<file path="config.mk">
export PLATFORM = sky130hd
export DESIGN_NAME = draw_text_overlay_flat
export DESIGN_NICKNAME = d
export VERILOG_FILES = /design/src/rtl/draw_pkg.sv /design/src/rtl/draw_text_overlay_if.sv /design/src/rtl/text_reveal_fsm.sv /design/src/rtl/draw_text_overlay.sv /design/src/flat_wrapper.sv
export SDC_FILE = /design/constraint.sdc
export NUM_CORES = 1
export LEC_CHECK = 0
export ABC_AREA = 1
export CAP_MARGIN = 15
export CORE_MARGIN = 3
export CORE_UTILIZATION = 51
export CTS_CLUSTER_SIZE = 16
export DETAILED_ROUTE_END_ITERATION = 6
export PLACE_DENSITY_LB_ADDON = 0.3
export SLEW_MARGIN = 10
export SYNTH_ARGS = -nofsm -noshare
export SYNTH_HDL_FRONTEND = slang
export SYNTH_SLANG_ARGS = --single-unit
</file>
<file path="constraint.sdc">
create_clock -name clk -period 2.83 [get_ports clk]
set_input_delay 0.283 -clock clk [delete_from_list [all_inputs] [get_ports clk]]
set_output_delay 0.283 -clock clk [all_outputs]
set_load 0.005 [all_outputs]
</file>
<file path="src/rtl/draw_pkg.sv">
// Shared types and constants for the text overlay pipeline stage.
// Used by draw_text_overlay, its reveal sequencer and its interface.
// Optional macro DRAW_TEXT_BG_EN (see draw_text_overlay.sv) adds a solid text box.
package draw_pkg;

    // Glyph cell geometry in pixels.
    localparam int CHAR_W = 8;
    localparam int CHAR_H = 16;

    // 4:4:4 pixel colour.
    typedef logic [11:0] rgb_t;

    // Timing bundle carried alongside each pixel through the delay line.
    typedef struct packed {
        logic [10:0] hcount;
        logic [10:0] vcount;
        logic        hsync;
        logic        vsync;
        logic        hblnk;
        logic        vblnk;
    } vga_timing_t;

    // Reveal sequencer states.
    typedef enum logic [1:0] {
        IDLE   = 2'd0,
        REVEAL = 2'd1,
        DONE   = 2'd2
    } reveal_state_e;

    // Observable snapshot of the reveal sequencer.
    typedef struct packed {
        reveal_state_e state;
        logic [8:0]    reveal_cnt;
        logic [15:0]   frame_cnt;
    } reveal_dbg_t;

endpackage

</file>
<file path="src/rtl/draw_text_overlay_if.sv">
// Port bundle of the text overlay stage: pixel stream in/out, text and font
// ROM address/data, the reveal control and a debug view of the sequencer.
//
// Stream contract: one pixel per clock with no back-pressure. Every *_in
// signal is a pixel accepted on each rising clk edge; the matching *_out
// pixel appears exactly three clocks later. char_xy and font_addr are
// combinational requests; the ROMs answer on char_code / font_data one clock
// after the request. start is a single-cycle pulse.
interface draw_text_overlay_if;
    import draw_pkg::*;

    logic        start;
    logic [10:0] hcount_in;
    logic [10:0] vcount_in;
    logic        hsync_in;
    logic        vsync_in;
    logic        hblnk_in;
    logic        vblnk_in;
    rgb_t        rgb_in;

    logic [7:0]  char_xy;
    logic [6:0]  char_code;
    logic [10:0] font_addr;
    logic [7:0]  font_data;

    logic [10:0] hcount_out;
    logic [10:0] vcount_out;
    logic        hsync_out;
    logic        vsync_out;
    logic        hblnk_out;
    logic        vblnk_out;
    rgb_t        rgb_out;
    logic        reveal_done;
    reveal_dbg_t reveal_dbg;

    // Upstream / ROM side: produces pixels and ROM data, consumes results.
    modport master (
        output start, hcount_in, vcount_in, hsync_in, vsync_in, hblnk_in,
               vblnk_in, rgb_in, char_code, font_data,
        input  char_xy, font_addr, hcount_out, vcount_out, hsync_out,
               vsync_out, hblnk_out, vblnk_out, rgb_out, reveal_done,
               reveal_dbg
    );

    // Overlay stage side.
    modport slave (
        input  start, hcount_in, vcount_in, hsync_in, vsync_in, hblnk_in,
               vblnk_in, rgb_in, char_code, font_data,
        output char_xy, font_addr, hcount_out, vcount_out, hsync_out,
               vsync_out, hblnk_out, vblnk_out, rgb_out, reveal_done,
               reveal_dbg
    );

endinterface

</file>
<file path="src/rtl/text_reveal_fsm.sv">
// Typewriter reveal sequencer: after start, one more character becomes
// visible every REVEAL_FRAMES rising edges of vsync, until all are shown.
module text_reveal_fsm
    import draw_pkg::*;
#(
    parameter int TOTAL_CHARS   = 16,
    parameter int REVEAL_FRAMES = 4
) (
    input  logic        clk,
    input  logic        rst_n,
    input  logic        start,
    input  logic        vsync_in,
    output logic [8:0]  reveal_cnt,
    output logic        reveal_done,
    output reveal_dbg_t dbg
);

    localparam int             FW         = (REVEAL_FRAMES > 1) ? $clog2(REVEAL_FRAMES) : 1;
    localparam logic [FW-1:0]  FRAME_LAST = FW'(REVEAL_FRAMES - 1);
    localparam logic [8:0]     TOTAL      = 9'(TOTAL_CHARS);

    reveal_state_e state_q, state_d;
    logic [8:0]    cnt_q, cnt_d;
    logic [FW-1:0] frame_q, frame_d;
    logic          done_q, done_d;
    logic          vsync_prev_q, vsync_prev_d;
    logic          tick;

    // Next-state logic; start overrides everything, including a same-cycle tick.
    always_comb begin
        tick         = vsync_in & ~vsync_prev_q;
        state_d      = state_q;
        cnt_d        = cnt_q;
        frame_d      = frame_q;
        done_d       = done_q;
        vsync_prev_d = vsync_in;
        if (start) begin
            state_d = REVEAL;
            cnt_d   = '0;
            frame_d = '0;
            done_d  = 1'b0;
        end else begin
            case (state_q)
                IDLE: begin
                    cnt_d   = '0;
                    frame_d = '0;
                    done_d  = 1'b0;
                end
                REVEAL: begin
                    if (tick) begin
                        if (frame_q == FRAME_LAST) begin
                            frame_d = '0;
                            cnt_d   = cnt_q + 9'd1;
                            if (cnt_q + 9'd1 >= TOTAL) begin
                                state_d = DONE;
                                done_d  = 1'b1;
                            end
                        end else begin
                            frame_d = frame_q + FW'(1);
                        end
                    end
                end
                DONE: begin
                    done_d = 1'b1;
                end
                default: begin
                    state_d = IDLE;
                    cnt_d   = '0;
                    frame_d = '0;
                    done_d  = 1'b0;
                end
            endcase
        end
    end

    // Sequencer state register.
    always_ff @(posedge clk or negedge rst_n) begin
        if (!rst_n) begin
            state_q      <= IDLE;
            cnt_q        <= '0;
            frame_q      <= '0;
            done_q       <= 1'b0;
            vsync_prev_q <= 1'b0;
        end else begin
            state_q      <= state_d;
            cnt_q        <= cnt_d;
            frame_q      <= frame_d;
            done_q       <= done_d;
            vsync_prev_q <= vsync_prev_d;
        end
    end

    assign reveal_cnt  = cnt_q;
    assign reveal_done = done_q;
    assign dbg         = '{state: state_q, reveal_cnt: cnt_q, frame_cnt: 16'(frame_q)};

endmodule

</file>
<file path="src/rtl/draw_text_overlay.sv">
// Text overlay stage: looks up characters in a text ROM, fetches glyph rows
// from a font ROM and paints revealed glyph pixels over the incoming stream.
// Three-clock pipeline; timing signals are delayed to match.
// Optional macro DRAW_TEXT_BG_EN: unlit pixels inside the text area are
// painted TEXT_BG_RGB instead of passing the background through.
module draw_text_overlay
    import draw_pkg::*;
#(
    parameter logic [10:0] TEXT_X        = 11'd256,
    parameter logic [10:0] TEXT_Y        = 11'd200,
    parameter int          TEXT_COLS     = 16,
    parameter int          TEXT_ROWS     = 1,
    parameter rgb_t        TEXT_RGB      = 12'hfff,
`ifdef DRAW_TEXT_BG_EN
    parameter rgb_t        TEXT_BG_RGB   = 12'h000,
`endif
    parameter int          REVEAL_FRAMES = 4
) (
    input  logic              clk,
    input  logic              rst_n,
    draw_text_overlay_if.slave bus
);

    localparam logic [10:0] AREA_W = 11'(CHAR_W * TEXT_COLS);
    localparam logic [10:0] AREA_H = 11'(CHAR_H * TEXT_ROWS);
    localparam logic [7:0]  COLS8  = 8'(TEXT_COLS);

    // Stage 0 helpers (combinational from the current pixel).
    logic [10:0] dx;
    logic [10:0] dy;
    logic        in_area;
    vga_timing_t timing_in;

    // Stage 1 registers.
    logic        s1_in_area_q, s1_in_area_d;
    logic [3:0]  s1_line_q, s1_line_d;
    logic [2:0]  s1_bit_q, s1_bit_d;
    logic [7:0]  s1_idx_q, s1_idx_d;
    vga_timing_t s1_timing_q, s1_timing_d;
    rgb_t        s1_rgb_q, s1_rgb_d;

    // Stage 2 registers.
    logic        s2_in_area_q, s2_in_area_d;
    logic [2:0]  s2_bit_q, s2_bit_d;
    logic [7:0]  s2_idx_q, s2_idx_d;
    vga_timing_t s2_timing_q, s2_timing_d;
    rgb_t        s2_rgb_q, s2_rgb_d;

    // Stage 3 (output) registers.
    vga_timing_t s3_timing_q, s3_timing_d;
    rgb_t        rgb_out_q, rgb_out_d;

    logic [8:0]  reveal_cnt;
    logic        glyph_on;
    logic        blanked;

    assign timing_in = '{hcount: bus.hcount_in, vcount: bus.vcount_in,
                         hsync:  bus.hsync_in,  vsync:  bus.vsync_in,
                         hblnk:  bus.hblnk_in,  vblnk:  bus.vblnk_in};

    text_reveal_fsm #(
        .TOTAL_CHARS  (TEXT_COLS * TEXT_ROWS),
        .REVEAL_FRAMES(REVEAL_FRAMES)
    ) u_reveal (
        .clk        (clk),
        .rst_n      (rst_n),
        .start      (bus.start),
        .vsync_in   (bus.vsync_in),
        .reveal_cnt (reveal_cnt),
        .reveal_done(bus.reveal_done),
        .dbg        (bus.reveal_dbg)
    );

    // Area test, text ROM address and stage-1 next values.
    // The >= checks come first so pixels left of / above the box never wrap in.
    always_comb begin
        dx      = bus.hcount_in - TEXT_X;
        dy      = bus.vcount_in - TEXT_Y;
        in_area = (bus.hcount_in >= TEXT_X) && (dx < AREA_W) &&
                  (bus.vcount_in >= TEXT_Y) && (dy < AREA_H);

        bus.char_xy  = in_area ? {dy[7:4], dx[6:3]} : 8'h00;

        s1_in_area_d = in_area;
        s1_line_d    = dy[3:0];
        s1_bit_d     = dx[2:0];
        s1_idx_d     = in_area ? (({4'd0, dy[7:4]} * COLS8) + {4'd0, dx[6:3]}) : 8'h00;
        s1_timing_d  = timing_in;
        s1_rgb_d     = bus.rgb_in;
    end

    // Font ROM address from the returned character code and stage-1 glyph line.
    always_comb begin
        bus.font_addr = {bus.char_code, s1_line_q};
        s2_in_area_d  = s1_in_area_q;
        s2_bit_d      = s1_bit_q;
        s2_idx_d      = s1_idx_q;
        s2_timing_d   = s1_timing_q;
        s2_rgb_d      = s1_rgb_q;
    end

    // Pixel compositing: blanking forces black, revealed lit glyph bits win.
    always_comb begin
        glyph_on    = s2_in_area_q && bus.font_data[3'd7 - s2_bit_q] &&
                      ({1'b0, s2_idx_q} < reveal_cnt);
        blanked     = s2_timing_q.hblnk | s2_timing_q.vblnk;
        s3_timing_d = s2_timing_q;
        if (blanked) begin
            rgb_out_d = 12'h000;
        end else if (glyph_on) begin
            rgb_out_d = TEXT_RGB;
`ifdef DRAW_TEXT_BG_EN
        end else if (s2_in_area_q) begin
            rgb_out_d = TEXT_BG_RGB;
`endif
        end else begin
            rgb_out_d = s2_rgb_q;
        end
    end

    // Pipeline registers for all three stages.
    always_ff @(posedge clk or negedge rst_n) begin
        if (!rst_n) begin
            s1_in_area_q <= 1'b0;
            s1_line_q    <= '0;
            s1_bit_q     <= '0;
            s1_idx_q     <= '0;
            s1_timing_q  <= '0;
            s1_rgb_q     <= '0;
            s2_in_area_q <= 1'b0;
            s2_bit_q     <= '0;
            s2_idx_q     <= '0;
            s2_timing_q  <= '0;
            s2_rgb_q     <= '0;
            s3_timing_q  <= '0;
            rgb_out_q    <= '0;
        end else begin
            s1_in_area_q <= s1_in_area_d;
            s1_line_q    <= s1_line_d;
            s1_bit_q     <= s1_bit_d;
            s1_idx_q     <= s1_idx_d;
            s1_timing_q  <= s1_timing_d;
            s1_rgb_q     <= s1_rgb_d;
            s2_in_area_q <= s2_in_area_d;
            s2_bit_q     <= s2_bit_d;
            s2_idx_q     <= s2_idx_d;
            s2_timing_q  <= s2_timing_d;
            s2_rgb_q     <= s2_rgb_d;
            s3_timing_q  <= s3_timing_d;
            rgb_out_q    <= rgb_out_d;
        end
    end

    assign bus.hcount_out = s3_timing_q.hcount;
    assign bus.vcount_out = s3_timing_q.vcount;
    assign bus.hsync_out  = s3_timing_q.hsync;
    assign bus.vsync_out  = s3_timing_q.vsync;
    assign bus.hblnk_out  = s3_timing_q.hblnk;
    assign bus.vblnk_out  = s3_timing_q.vblnk;
    assign bus.rgb_out    = rgb_out_q;

endmodule
</file>
<file path="src/flat_wrapper.sv">
// flat-port wrapper written by rule: the top's interface ports become plain ports
module draw_text_overlay_flat import draw_pkg::*;
#(
    parameter logic [10:0] TEXT_X        = 11'd256,
    parameter logic [10:0] TEXT_Y        = 11'd200,
    parameter int          TEXT_COLS     = 16,
    parameter int          TEXT_ROWS     = 1,
    parameter rgb_t        TEXT_RGB      = 12'hfff,

    parameter int          REVEAL_FRAMES = 4
)
  (clk, rst_n, bus_start, bus_hcount_in, bus_vcount_in, bus_hsync_in, bus_vsync_in, bus_hblnk_in, bus_vblnk_in, bus_rgb_in, bus_char_code, bus_font_data, bus_char_xy, bus_font_addr, bus_hcount_out, bus_vcount_out, bus_hsync_out, bus_vsync_out, bus_hblnk_out, bus_vblnk_out, bus_rgb_out, bus_reveal_done, bus_reveal_dbg);
  draw_text_overlay_if bus_i ();
  input  logic clk;
  input  logic rst_n;
  input wire logic [$bits(bus_i.start)-1:0] bus_start;
  input wire logic [$bits(bus_i.hcount_in)-1:0] bus_hcount_in;
  input wire logic [$bits(bus_i.vcount_in)-1:0] bus_vcount_in;
  input wire logic [$bits(bus_i.hsync_in)-1:0] bus_hsync_in;
  input wire logic [$bits(bus_i.vsync_in)-1:0] bus_vsync_in;
  input wire logic [$bits(bus_i.hblnk_in)-1:0] bus_hblnk_in;
  input wire logic [$bits(bus_i.vblnk_in)-1:0] bus_vblnk_in;
  input wire logic [$bits(bus_i.rgb_in)-1:0] bus_rgb_in;
  input wire logic [$bits(bus_i.char_code)-1:0] bus_char_code;
  input wire logic [$bits(bus_i.font_data)-1:0] bus_font_data;
  output wire logic [$bits(bus_i.char_xy)-1:0] bus_char_xy;
  output wire logic [$bits(bus_i.font_addr)-1:0] bus_font_addr;
  output wire logic [$bits(bus_i.hcount_out)-1:0] bus_hcount_out;
  output wire logic [$bits(bus_i.vcount_out)-1:0] bus_vcount_out;
  output wire logic [$bits(bus_i.hsync_out)-1:0] bus_hsync_out;
  output wire logic [$bits(bus_i.vsync_out)-1:0] bus_vsync_out;
  output wire logic [$bits(bus_i.hblnk_out)-1:0] bus_hblnk_out;
  output wire logic [$bits(bus_i.vblnk_out)-1:0] bus_vblnk_out;
  output wire logic [$bits(bus_i.rgb_out)-1:0] bus_rgb_out;
  output wire logic [$bits(bus_i.reveal_done)-1:0] bus_reveal_done;
  output wire logic [$bits(bus_i.reveal_dbg)-1:0] bus_reveal_dbg;
  assign bus_i.start = bus_start;
  assign bus_i.hcount_in = bus_hcount_in;
  assign bus_i.vcount_in = bus_vcount_in;
  assign bus_i.hsync_in = bus_hsync_in;
  assign bus_i.vsync_in = bus_vsync_in;
  assign bus_i.hblnk_in = bus_hblnk_in;
  assign bus_i.vblnk_in = bus_vblnk_in;
  assign bus_i.rgb_in = bus_rgb_in;
  assign bus_i.char_code = bus_char_code;
  assign bus_i.font_data = bus_font_data;
  assign bus_char_xy = bus_i.char_xy;
  assign bus_font_addr = bus_i.font_addr;
  assign bus_hcount_out = bus_i.hcount_out;
  assign bus_vcount_out = bus_i.vcount_out;
  assign bus_hsync_out = bus_i.hsync_out;
  assign bus_vsync_out = bus_i.vsync_out;
  assign bus_hblnk_out = bus_i.hblnk_out;
  assign bus_vblnk_out = bus_i.vblnk_out;
  assign bus_rgb_out = bus_i.rgb_out;
  assign bus_reveal_done = bus_i.reveal_done;
  assign bus_reveal_dbg = bus_i.reveal_dbg;
  draw_text_overlay #(.TEXT_X(TEXT_X), .TEXT_Y(TEXT_Y), .TEXT_COLS(TEXT_COLS), .TEXT_ROWS(TEXT_ROWS), .TEXT_RGB(TEXT_RGB), .REVEAL_FRAMES(REVEAL_FRAMES)) u_core (.clk(clk), .rst_n(rst_n), .bus(bus_i));
endmodule
</file>
## Word-level counts from Yosys, hierarchy flattened

Cells that the tools add are included.

- Memory bits (read-only): 0
- Output and inout bits: 85
- Latch bits: 0
- Memory bits (writable): 0
- Input port bits: 56
- Logic and storage cells: 91
- Memories: 0
- Register bits after elaboration: 156

- Equal/unequal tests: 8
- Mux-type cells: 24
- $lt $le $gt $ge: 7
- Bitwise gates (word level): 3
- Div/mod/pow operators: 0
- Reductions and logical operators: 11
- Multiply operators: 0
- Shifts and indexed selects: 0
- Add/sub/neg operators: 6

Operators with widths:

| kind | count |
|---|---|
| 9-bit 2-to-1 mux | 3 |
| 12-bit 2-to-1 mux | 2 |
| 9-bit one-hot mux with 2 select lines | 1 |
| 8-bit 2-to-1 mux | 2 |
| 2-bit 2-to-1 mux | 7 |
| 11-bit by 8-bit greater-or-equal comparator with 1-bit output, second input constant | 1 |
| 11-bit by 9-bit greater-or-equal comparator with 1-bit output, second input constant | 1 |
| 11-bit by 5-bit less-than comparator with 1-bit output, second input constant | 1 |
| 11-bit by 8-bit less-than comparator with 1-bit output, second input constant | 1 |
| 11-bit by 8-bit subtractor with 11-bit output, second input constant | 1 |
| 11-bit by 9-bit subtractor with 11-bit output, second input constant | 1 |
| 9-bit by 1-bit adder with 9-bit output, second input constant | 1 |
| 9-bit by 5-bit greater-or-equal comparator with 1-bit output, second input constant | 1 |
| 8-bit by 9-bit less-than comparator with 1-bit output | 1 |
| 3-bit inequality test, second input constant | 3 |
| 8-bit by 4-bit adder with 8-bit output | 1 |
| 2-bit one-hot mux with 2 select lines | 2 |
| 3-bit AND reduction | 2 |
| 1-bit logical AND | 5 |
| 1-bit 2-to-1 mux | 5 |
| 2-bit equality test, second input constant | 2 |
| 3-bit by 4-bit less-than comparator with 1-bit output, second input constant | 1 |
| 4-bit AND reduction | 1 |
| 1-bit binary-select mux with 3-bit select | 1 |
| 12 further kinds | 12 |

## Depth between registers and ports, before layout

Gate-level depths: netlist of run 1.

- Word-level depth: 7
- Depth in mapped cells: 12
- Gate-level depth less buffers: 12

## Cells and area by module

A second synthesis of run 1 with hierarchy kept.

- Cells, all modules: 402
- Area, all modules: 5,129.9 sq um

By module, submodules not included:

| module | cells each | area each (sq um) | seq. area each (sq um) | times used |
|---|---|---|---|---|
| draw_text_overlay | 267 | 4,061.4 | 3,328.2 | 1 |
| text_reveal_fsm | 135 | 1,068.5 | 375.4 | 1 |

## Least setup slack after synthesis of run 1

No wires, ideal clock.

- Kind: register -> register
- Start: register u_core.u_reveal.cnt_q[5], in the netlist u_core.u_reveal.reveal_cnt[5]
- End: register u_core.rgb_out_q[10], in the netlist u_core.bus.rgb_out[10]
- Library setup time: 0.147 ns
- Path buffers: 1
- Stages on the path, launching flop included: 10
- Data arrival time: 1.465 ns
- Period minus slack after synthesis: 1.612 ns
- Setup slack: 1.218 ns
- Required time: 2.683 ns
- Cells stage by stage: dfrtp_1 -> inv_1 -> ha_1 -> nand2_1 -> nor3_1 -> nor3b_1 -> nor2_1 -> nand3_2 -> buf_6 -> a21oi_2

- Longest elaborated chain between the ends: 4

RTL lines:

| element | RTL line | text |
|---|---|---|
| start, declared | text_reveal_fsm.sv:23 | `logic [8:0] cnt_q, cnt_d;` |
| start signal, assigned | text_reveal_fsm.sv:86 | `cnt_q <= cnt_d;` |
| 8-bit by 9-bit less-than comparator with 1-bit output | draw_text_overlay.sv:105 | `({1'b0, s2_idx_q} < reveal_cnt);` |
| 1-bit logical AND | draw_text_overlay.sv:104 | `glyph_on = s2_in_area_q && bus.font_data[3'd7 - s2_bit_q] &&` |
| 12-bit 2-to-1 mux | draw_text_overlay.sv:110 | `end else if (glyph_on) begin` |
| 12-bit 2-to-1 mux | draw_text_overlay.sv:108 | `if (blanked) begin` |
| net u_core.rgb_out_d[10] | draw_text_overlay.sv:51 | `rgb_t rgb_out_q, rgb_out_d;` |
| end signal, assigned | draw_text_overlay.sv:150 | `rgb_out_q <= rgb_out_d;` |
| end, declared | draw_text_overlay.sv:51 |  |

The timed path passes the listed nets, and every way through them passes these cells.
A chain may end at the register's enable or synchronous reset.

## Worst setup path in the final report of run 1

- Start: input bus_hcount_in[8]
- End: output bus_char_xy[2]

- Longest elaborated chain between the ends: 6
- Elaborated cells between the ends (all ways): 7
- Those cells by class: add/sub: 1; order compare: 2; mux: 1; reduce/logical: 3

RTL lines:

| element | RTL line | text |
|---|---|---|
| start, declared | flat_wrapper.sv:17 | `input wire logic [$bits(bus_i.hcount_in)-1:0] bus_hcount_in;` |
| 11-bit by 9-bit subtractor with 11-bit output | draw_text_overlay.sv:77 | `dx = bus.hcount_in - TEXT_X;` |
| 11-bit by 8-bit less-than comparator with 1-bit output | draw_text_overlay.sv:79 | `in_area = (bus.hcount_in >= TEXT_X) && (dx < AREA_W) &&` |
| 1-bit logical AND (*) (2 in a row) | draw_text_overlay.sv:79 |  |
| 1-bit logical AND (*) | draw_text_overlay.sv:80 | `(bus.vcount_in >= TEXT_Y) && (dy < AREA_H);` |
| 8-bit 2-to-1 mux (*) | draw_text_overlay.sv:82 | `bus.char_xy = in_area ? {dy[7:4], dx[6:3]} : 8'h00;` |
| end, declared | flat_wrapper.sv:26 | `output wire logic [$bits(bus_i.char_xy)-1:0] bus_char_xy;` |

Every way passes the cells marked *; elsewhere a longest branch is shown, timed or not.

==> key figures, run 1 <==
Run status
  – Run status: completed

Finish
  – Filler Cell Count: 638
  – Final #Nets: 577
  – Area growth, synth to finish: 34.6%
  – Non-Filler Instances: 650
  – Post-route cell area: 6780 um^2
  – Layout cell share with drive strength beyond 1: 15.0%
  – Ant. Diodes: 0

Pwr
  – Seq pwr share: 45.7%
  – Cell Pwr Density: 743 nW/um^2
  – Max VDD drop: 0.448 mV
  – Combinational group share of total power: 11.8%
  – Switching Share: 25.2%
  – Leakage: 3.23 nW
  – Clock power share: 42.5%
  – P_int: 3.76 mW
  – Switching power: 1.27 mW
  – Overall Power: 5.03 mW

Synthesis
  – Netlist Area Pre-Place: 5030 um^2
  – Post-synth cell types: 30
  – Post-synth EDFFs: 0
  – Top cell type's share of synthesized area: 73.1%
  – Post-synth top cells: dfrtp_1 (147), inv_1 (45), nand2_1 (41)
  – Ys flop type: dfrtp_1
  – Top-count cell post-synth: dfrtp_1
  – Mapped Cells: 383
  – Seq/Total Area, Yosys: 73.1%
  – Largest cells by area after synthesis: dfrtp_1 (73%), buf_4 (4.2%), inv_1 (3.4%)
  – Ys Warns: 0
  – Average cell area after synthesis: 13.1 um^2
  – Async S/R FF share, synth: 100%
  – Synth Register Bits: 147
  – Post-synth top area cell: dfrtp_1

Critical path
  – Critical Path Max Stage Delay: 0.55 ns
  – Reg-to-Reg End: u_core.bus.rgb_out[3]
  – Worst Path Max Fanout: 2
  – Crit-path most repeated cell: clkdlybuf4s50_1
  – CP Class: primary input to output pin
  – Reg2Reg Depth: 11
  – CP arrival: 2.44 ns
  – CP Launch Type: primary input
  – CP cell instances: clkdlybuf4s50_1 -> inv_1 -> ha_1 -> or2_2 -> a22oi_1 -> nand4_1 -> buf_4 -> nor2_1 -> clkdlybuf4s50_1
  – Worst Setup EP: bus_char_xy[2]
  – Reg-to-reg slack, setup: 0.86 ns
  – Worst path required time: 2.55 ns
  – Crit Reg-Reg Startpoint: u_core.u_reveal.reveal_cnt[2]
  – Worst setup path startpoint: bus_hcount_in[8]
  – CP max-delay cell: clkdlybuf4s50_1
  – Crit path capture type: output pin

Placement
  – Placed insts: 616
  – Routability cong.: 0.872
  – Hpwl dp: 6330 um
  – Cell Area, Placed: 6170 um^2
  – Pre-CTS setup slack: 0.0813 ns
  – # port buffers: 108

STA
  – Fmax: 0.367 GHz
  – Pins Over Slew Limit: 0
  – Final hold vios: 0
  – Final worst-path cycle share: 96.3%
  – Clock Skew: 0.0110 ns
  – Final min period: 2.72 ns
  – Hold_ws: 0.202 ns
  – Final setup margin: 0.105 ns
  – Final setup fails: 0
  – Worst Tran Pin Value: 0.634 ns
  – Slew HR: 57.7%

Drt
  – DRC Markers: 0
  – DR WL/cell: 13.7 um
  – Detail Route Antenna Nets: 0
  – DRT Wirelength: 8880 um
  – Vias post-DR: 2,965
  – Router iterations before antenna repair: 5
  – Initial DRC count: 64
  – Vias per inst: 4.56

Clocking
  – Clock Path Buffers: 2
  – Clock H-tree levels: 4
  – CTS tree: built
  – Sink Count: 147
  – CTS clk-pin slew, worst paths: 0.07 ns
  – CTS buffer count: 17
  – Worst-skew pair later-pin latency: 0.51 ns
  – Root Driver: clkbuf_8

GRT
  – Global-route wire length before repair: 14,800 um
  – Total gr overflow: 0
  – Initial antenna violation count: 0
  – Vias in the first global route: 3,160
  – Largest net degree at the start of global routing: 75
  – Tot GR Track Use: 17.4%

Die
  – Die Y: 105 um
  – Core ar.: 9420 um^2
  – FP Rows: 35
  – Die Wd: 105 um
  – Initial core utilization: 53.5%
  – Die area: 11,100 um^2
  – Ports: 141

Min path
  – Tightest Hold Check Type: primary input to flip-flop

Flow run
  – MaxCap Viol Count: 0
[stage by stage]
stage	setup TNS [ns]	util (%)
after CTS	0	71.8
after floorplan	0	-
after global placement	0	65.5
after detailed placement	0	65.5
after global routing	-0.0122	72.0
final	0	72.0
[kinds of logic after synthesis]
group	count (synthesis)	share of synthesized area, %
XOR/XNOR	1	0.174
buffers and inverters	81	8.42
flip-flops	147	73.1
other	1	0.0745
AND/OR/NAND/NOR	105	10.5
AO/OA/AOI/OAI	35	4.55
adder cells (fa/ha/maj)	13	3.23
[state kept, by name, summed over array words and instances, names as in the netlist, 8 cells and up]
register                    flops
u_core.bus.hcount_out          11
u_core.bus.rgb_out             12
u_core.bus.vcount_out          11
u_core.s1_idx_q                 8
u_core.s1_rgb_q                12
u_core.s1_timing_q             21
u_core.s2_idx_q                 8
u_core.s2_rgb_q                12
u_core.s2_timing_q             24
u_core.u_reveal.reveal_cnt      9
[cell usage in the layout, fill, tap and decap left out, types with 4 or more instances in the layout]
cell type / synthesis / routed
dfrtp_1: 147 / 147
clkdlybuf4s50_1: 0 / 104
inv_1: 45 / 45
nand2_1: 41 / 41
conb_1: 1 / 22
nand3_1: 20 / 20
clkbuf_16: 0 / 16
nor2_1: 16 / 15
ha_1: 13 / 13
a21oi_2: 11 / 11
o21ai_1: 9 / 9
nand2_2: 9 / 9
buf_4: 28 / 7
a21oi_1: 6 / 6
inv_2: 5 / 5
nor2_4: 4 / 4
clkinv_4: 0 / 4
inv_6: 0 / 4
[layout make-up]
class | count | area [um^2] | area share (%)
Sequential cell | 147 | 3680 | 54.3
Tap cell | 129 | 161 | 2.38
Clock inverter | 13 | 141 | 2.09
Inverter | 50 | 188 | 2.77
Clock buffer | 19 | 442 | 6.52
Multi-Input combinational cell | 176 | 1010 | 15.0
Timing Repair Buffer | 116 | 1150 | 17.0
[worst max-delay path: cells and delay by family]
kind | cells | cell delay [ns]
buffers and inverters | 4 | 1.27
AND/OR/NAND/NOR | 3 | 0.56
adder cells (fa/ha/maj) | 1 | 0.19
AO/OA/AOI/OAI | 1 | 0.14
[power by group through the flow]
stage               Sequential, mW  Clock, mW  Combinational, mW
finish                        2.30       2.14              0.594
global route                  2.32       2.27              0.674
CTS                           2.30       2.18              0.603
detailed placement            2.34          0              0.597
global placement              2.33          0              0.577
floorplan                     2.33          0              0.319
[metal layers]
| layer | wire length (um) | vias up | GRT usage (%) |
|---|---|---|---|
| met5 | 0 | - | 0 |
| met4 | 171 | 0 | 6.47 |
| met3 | 768 | 17 | 8.39 |
| met2 | 4630 | 100 | 29.4 |
| met1 | 3310 | 1436 | 19.0 |
| li1 | - | 1412 | - |
[repair_timing]
action | CTS | global route
hold buffers | 1 | 0
hold endpoints to repair | 71 | 0
setup buffers | 0 | 1
setup endpoints to repair | 0 | 4
resized for setup | 0 | 4
[how the worst min path moves through the flow]
| stage | startpoint | end | slack (ns) | cells past startpoint |
|---|---|---|---|---|
| global route | bus_vcount_in[1] | u_core.s1_line_q[1] | 0.18 | 1 |
| finish | bus_vcount_in[1] | u_core.s1_line_q[1] | 0.20 | 1 |
| global placement | rst_n | u_core.u_reveal.reveal_cnt[5] | 0.32 | 1 |
| detailed placement | rst_n | u_core.u_reveal.reveal_cnt[5] | 0.32 | 1 |
| floorplan | rst_n | u_core.bus.hblnk_out | -0.01 | 0 |
| CTS | bus_rgb_in[10] | u_core.s1_rgb_q[10] | 0.18 | 1 |
(Power assumes the default switching activity.)
==> run 2: changes to the inputs <==
--- a/config.mk
+++ b/config.mk
@@ -7,8 +7,10 @@
 export LEC_CHECK = 0
 export ABC_AREA = 1
 export CAP_MARGIN = 15
+export CELL_PAD_IN_SITES_DETAIL_PLACEMENT = 0
+export CELL_PAD_IN_SITES_GLOBAL_PLACEMENT = 1
 export CORE_MARGIN = 3
-export CORE_UTILIZATION = 51
+export CORE_UTILIZATION = 40
 export CTS_CLUSTER_SIZE = 16
 export DETAILED_ROUTE_END_ITERATION = 6
 export PLACE_DENSITY_LB_ADDON = 0.3
==> run 2 against run 1 <==
Sequential cell count is the same. Hold slack better by 0.11 ns. Register-to-register slack gained 0.02 ns. Non-clock buffer count decreased by 1. Core utilization shrank 16 points. Final cell count increased by 5.7%. Clock power is essentially flat. Maximum frequency up 2.3%. Global-route usage down 3.8 points. Critical path type unchanged. Setup slack gained 0.061 ns. Largest power group unchanged. Clock-buffer cell count grew 4.
==> key figures, run 2 (synthesis results as in run 1) <==
Finish
  – Biggest register: u_core.s2_timing_q
  – Area growth, synth to finish: 35.6%
  – Largest regs: u_core.s2_timing_q (24), u_core.s1_timing_q (21)
  – Final #Nets: 576
  – Number of flip-flops in the largest register: 24
  – Commonest non-fill, non-tap cell in the layout: dfrtp_1
  – Post-route cell area: 6830 um^2
  – Layout cell share with drive strength beyond 1: 14.3%
  – Most frequent cells in the layout: dfrtp_1 (147), clkdlybuf4s50_1 (107), inv_1 (45)
  – Ant. Diodes: 0

Critical path
  – CP arrival: 2.38 ns
  – Critical Path Max Stage Delay: 0.54 ns
  – Crit-path most repeated cell: clkdlybuf4s50_1
  – CP cell instances: clkdlybuf4s50_1 -> inv_1 -> ha_1 -> or2_2 -> a22oi_1 -> nand4_1 -> buf_4 -> nor2_1 -> clkdlybuf4s50_1
  – Crit Reg-Reg Startpoint: u_core.u_reveal.reveal_cnt[6]
  – Worst Path Max Fanout: 5
  – WP buf/inv: 4
  – CP Class: primary input to output pin
  – Worst path required time: 2.55 ns
  – CP Launch Type: primary input
  – CP max-delay cell: clkdlybuf4s50_1
  – Worst setup path startpoint: bus_hcount_in[8]
  – Crit path capture type: output pin
  – Largest delay contributor family on the critical path: buffers and inverters

Die
  – Ports: 141
  – Core ar.: 12,200 um^2
  – Die Wd: 118 um
  – Initial core utilization: 41.4%
  – FP Rows: 40
  – Die Y: 118 um
  – Die area: 14,000 um^2

STA
  – Final setup margin: 0.166 ns
  – Final TNS setup: 0 ns
  – Final hold vios: 0
  – Slew HR: 57.0%
  – RSZ-0062 raised after global routing: false
  – Final worst-path cycle share: 94.1%
  – Hold_ws: 0.312 ns
  – Final min period: 2.66 ns
  – Final setup fails: 0
  – Fmax: 0.375 GHz
  – Worst Tran Pin Value: 0.645 ns
  – Pins Over Slew Limit: 0
  – Clock Skew: 0.00773 ns

GRT
  – Vias in the first global route: 3,043
  – Global-route wire length before repair: 14,700 um
  – Largest net degree at the start of global routing: 73
  – Tot GR Track Use: 13.6%
  – Total gr overflow: 0
  – Initial antenna violation count: 0

Clocking
  – Clock Path Buffers: 2
  – Sink Count: 147
  – Setup bufs post-CTS: 0
  – CTS tree: built
  – Worst-skew pair later-pin latency: 0.41 ns
  – Clock H-tree levels: 4
  – Root Driver: clkbuf_16
  – CTS clk-pin slew, worst paths: 0.06 ns
  – CTS buffer count: 17

Drt
  – DR WL/cell: 12.7 um
  – Vias post-DR: 2,906
  – DRT Wirelength: 8730 um
  – DRC Markers: 0
  – Detail Route Antenna Nets: 0
  – Vias per inst: 4.23
  – Router iterations before antenna repair: 4
  – Initial DRC count: 116

Placement
  – Routability cong.: 0.770
  – Pre-CTS setup slack: 0.140 ns
  – Hpwl dp: 6190 um
  – Cell Area, Placed: 6230 um^2
  – # port buffers: 108

Pwr
  – Cell Pwr Density: 742 nW/um^2
  – Leakage: 3.18 nW
  – Max VDD drop: 0.407 mV

Min path
  – HP Start: bus_hsync_in
  – Tightest Hold Check Type: primary input to flip-flop

Flow run
  – MaxCap Viol Count: 0

Run status
  – Run status: completed
run 2: changes by cell type in the layout (fill, tap and decap cells not counted):
cell,before,now
dlymetal6s2s_1,3,0
inv_8,3,0
clkinv_4,4,1
inv_6,4,1
clkdlybuf4s50_1,104,107
bufinv_16,1,2
clkbuf_1,0,2
clkbuf_16,16,17
clkbuf_8,3,4
clkinv_2,0,3
buf_4,7,5
buf_12,0,1
run 2: layout make-up:
type / instances / area, um^2
tap: 168 / 210
fill: 1010 / 5330
timing repair buffer: 115 / 1150
clock buffer: 23 / 488
multi-input combinational: 176 / 1010
clock inverter: 8 / 100
inverter: 50 / 188
sequential: 147 / 3680
run 2: through the flow:
step                power (mW)  utilization [%]  std cells
floorplan                 2.65                -        404
global placement          2.92             51.2        655
detailed placement        2.94             51.2        655
CTS                       5.14             56.1        687
global route              5.31             56.1        687
finish                    5.07             56.1        687
run 2: final timing paths:
kind	to	slack, ns	cells past startpoint
max in group asynchronous	u_core.bus.rgb_out[11]	1.59	3
max	bus_char_xy[3]	0.17	9
min	u_core.s1_timing_q[3]	0.31	1
max reg2reg	u_core.bus.rgb_out[3]	0.88	9
min reg2reg	u_core.bus.hsync_out	0.34	0
min in group asynchronous	u_core.u_reveal.reveal_cnt[6]	0.47	2
run 2: timing repair:
action                                  4_1_cts  5_1_grt
resized for setup                             0        1
endpoints found under the setup margin        0        1
hold buffers                                  1        0
hold endpoints to repair                     70        0
run 2: per-layer routing:
layer | wire, um | vias to the layer above | track usage [%]
met1 | 3470 | 1405 | 15.0
met4 | 120 | 0 | 6.23
met5 | 0 | - | 0
met2 | 4400 | 89 | 22.4
met3 | 739 | 12 | 6.41
li1 | - | 1400 | -
run 2: power breakdown:
| part | internal [mW] | switching (mW) | total, mW |
|---|---|---|---|
| combinational | 0.288 | 0.308 | 0.595 |
| clock | 1.39 | 0.785 | 2.17 |
| sequential | 2.23 | 0.0692 | 2.30 |
| total | 3.91 | 1.16 | 5.07 |
==> run 3: changes to the inputs <==
--- a/config.mk
+++ b/config.mk
@@ -10,7 +10,7 @@
 export CELL_PAD_IN_SITES_DETAIL_PLACEMENT = 0
 export CELL_PAD_IN_SITES_GLOBAL_PLACEMENT = 1
 export CORE_MARGIN = 3
-export CORE_UTILIZATION = 40
+export CORE_UTILIZATION = 30
 export CTS_CLUSTER_SIZE = 16
 export DETAILED_ROUTE_END_ITERATION = 6
 export PLACE_DENSITY_LB_ADDON = 0.3
==> run 3 against run 2 <==
Critical endpoint is now bus_char_xy[0]. Non-clock buffer count decreased by 2. Setup slack got worse by 0.019 ns. Critical path depth unchanged. Clock skew decreased by 0.0010 ns. Largest power group unchanged. Hold slack got worse by 0.0044 ns. Combinational power about the same. Design area increased by 0.49%. First-iteration DRC count increased by 23%. Die area increased by 32%.
==> key figures, run 3 (synthesis results as in run 1) <==
Die
  – Initial core utilization: 31.1%
  – FP Rows: 46
  – Die area: 18,400 um^2
  – Ports: 141
  – Core ar.: 16,200 um^2
  – Die Y: 136 um
  – Die Wd: 136 um

Finish
  – Most frequent cells in the layout: dfrtp_1 (147), clkdlybuf4s50_1 (106), inv_1 (45)
  – Biggest register: u_core.s2_timing_q
  – Final #Nets: 574
  – Number of flip-flops in the largest register: 24
  – Commonest non-fill, non-tap cell in the layout: dfrtp_1
  – Largest regs: u_core.s2_timing_q (24), u_core.s1_timing_q (21)
  – Ant. Diodes: 0
  – Area growth, synth to finish: 36.3%
  – Final Util: 42.4%
  – Layout cell share with drive strength beyond 1: 13.8%
  – Post-route cell area: 6860 um^2
  – Non-Filler Instances: 732

Pwr
  – Cell Pwr Density: 738 nW/um^2
  – Overall Power: 5.06 mW
  – Leakage: 3.18 nW
  – Max VDD drop: 0.396 mV

Clocking
  – CTS buffer count: 17
  – Clock H-tree levels: 4
  – Root Driver: clkbuf_16
  – CTS tree: built
  – CTS clk-pin slew, worst paths: 0.06 ns
  – Clock Path Buffers: 2
  – Sink Count: 147
  – Worst-skew pair later-pin latency: 0.41 ns

Critical path
  – Crit-path most repeated cell: clkdlybuf4s50_1
  – Reg2Reg Depth: 11
  – Worst path required time: 2.55 ns
  – CP Depth: 9
  – Critical Path Max Stage Delay: 0.54 ns
  – Largest delay contributor family on the critical path: buffers and inverters
  – Crit path capture type: output pin
  – WP buf/inv: 4
  – Crit Reg-Reg Startpoint: u_core.u_reveal.reveal_cnt[2]
  – Worst Path Max Fanout: 5
  – CP max-delay cell: clkdlybuf4s50_1
  – CP cell instances: clkdlybuf4s50_1 -> inv_1 -> ha_1 -> or2_2 -> a22oi_1 -> nand4_1 -> buf_4 -> nor2_1 -> clkdlybuf4s50_1
  – Worst setup path startpoint: bus_hcount_in[8]
  – CP arrival: 2.40 ns
  – CP Launch Type: primary input
  – CP Class: primary input to output pin

Drt
  – Initial DRC count: 143
  – DR WL/cell: 12.5 um
  – Vias per inst: 4.00
  – Vias post-DR: 2,931
  – DRT Wirelength: 9180 um
  – Detail Route Antenna Nets: 0
  – Router iterations before antenna repair: 4
  – DRC Markers: 0

Placement
  – Placed insts: 700
  – Cell Area, Placed: 6260 um^2
  – Routability cong.: 0.800
  – Hpwl dp: 6560 um
  – Pre-CTS setup slack: -0.0296 ns
  – # port buffers: 108

STA
  – Clock Skew: 0.00671 ns
  – Final hold vios: 0
  – Final worst-path cycle share: 94.8%
  – RSZ-0062 raised after global routing: false
  – Final TNS setup: 0 ns
  – Final setup margin: 0.147 ns
  – Hold_ws: 0.307 ns
  – Final min period: 2.68 ns
  – Pins Over Slew Limit: 0
  – Worst Tran Pin Value: 0.748 ns
  – Final setup fails: 0
  – Fmax: 0.373 GHz
  – Slew HR: 50.2%

Flow run
  – MaxCap Viol Count: 0

GRT
  – Largest net degree at the start of global routing: 83
  – Initial antenna violation count: 0
  – Tot GR Track Use: 10.7%
  – Vias in the first global route: 2,978
  – Global-route wire length before repair: 14,900 um
  – Total gr overflow: 0

Min path
  – Tightest Hold Check Type: primary input to flip-flop
  – HP Start: bus_vcount_in[2]
  – Hold Path Cell Cnt: 1

Run status
  – Run status: completed
[run 3: changes by cell type in the layout (fill, tap and decap cells not counted)]
cell	change
clkinvlp_4	+2
clkbuf_8	-1
nor2_1	+1
inv_6	-1
clkdlybuf4s50_1	-1
clkbuf_1	-1
buf_4	-2
nor2_2	-1
dlymetal6s2s_1	+1
[run 3: per-layer routing]
layer / global-route usage [%] / wire length, um
met1: 13.4 / 3920
met2: 16.2 / 4360
met3: 4.23 / 706
met4: 5.54 / 195
met5: 0 / 0
[run 3: where the power goes]
group / switching, mW / internal [mW]
logic: 0.307 / 0.288
registers: 0.0694 / 2.23
clock network: 0.812 / 1.35
total: 1.19 / 3.87
[run 3: final cells by class]
class	instances	area, um^2
Tap cell	216	270
Multi-Input combinational cell	176	1010
Sequential cell	147	3680
Fill cell	1518	9310
Inverter	50	188
Timing Repair Buffer	113	1140
Clock buffer	21	470
Clock inverter	9	106
[run 3: final timing paths]
check,end,slack [ns]
worst max-delay path,bus_char_xy[0],0.15
worst min-delay path,u_core.s1_line_q[2],0.31
worst max register to register,u_core.bus.rgb_out[0],0.79
worst min register to register,u_core.bus.hcount_out[4],0.34
max in group asynchronous,u_core.bus.hcount_out[5],1.60
min in group asynchronous,u_core.u_reveal.reveal_cnt[4],0.46
[run 3: what timing repair did]
action,4_1_cts,5_1_grt
setup endpoints to repair,2,1
pin swaps,1,0
buffers inserted,1,0
hold buffers,1,0
gates resized for setup,0,1
endpoints found under the hold margin,80,0
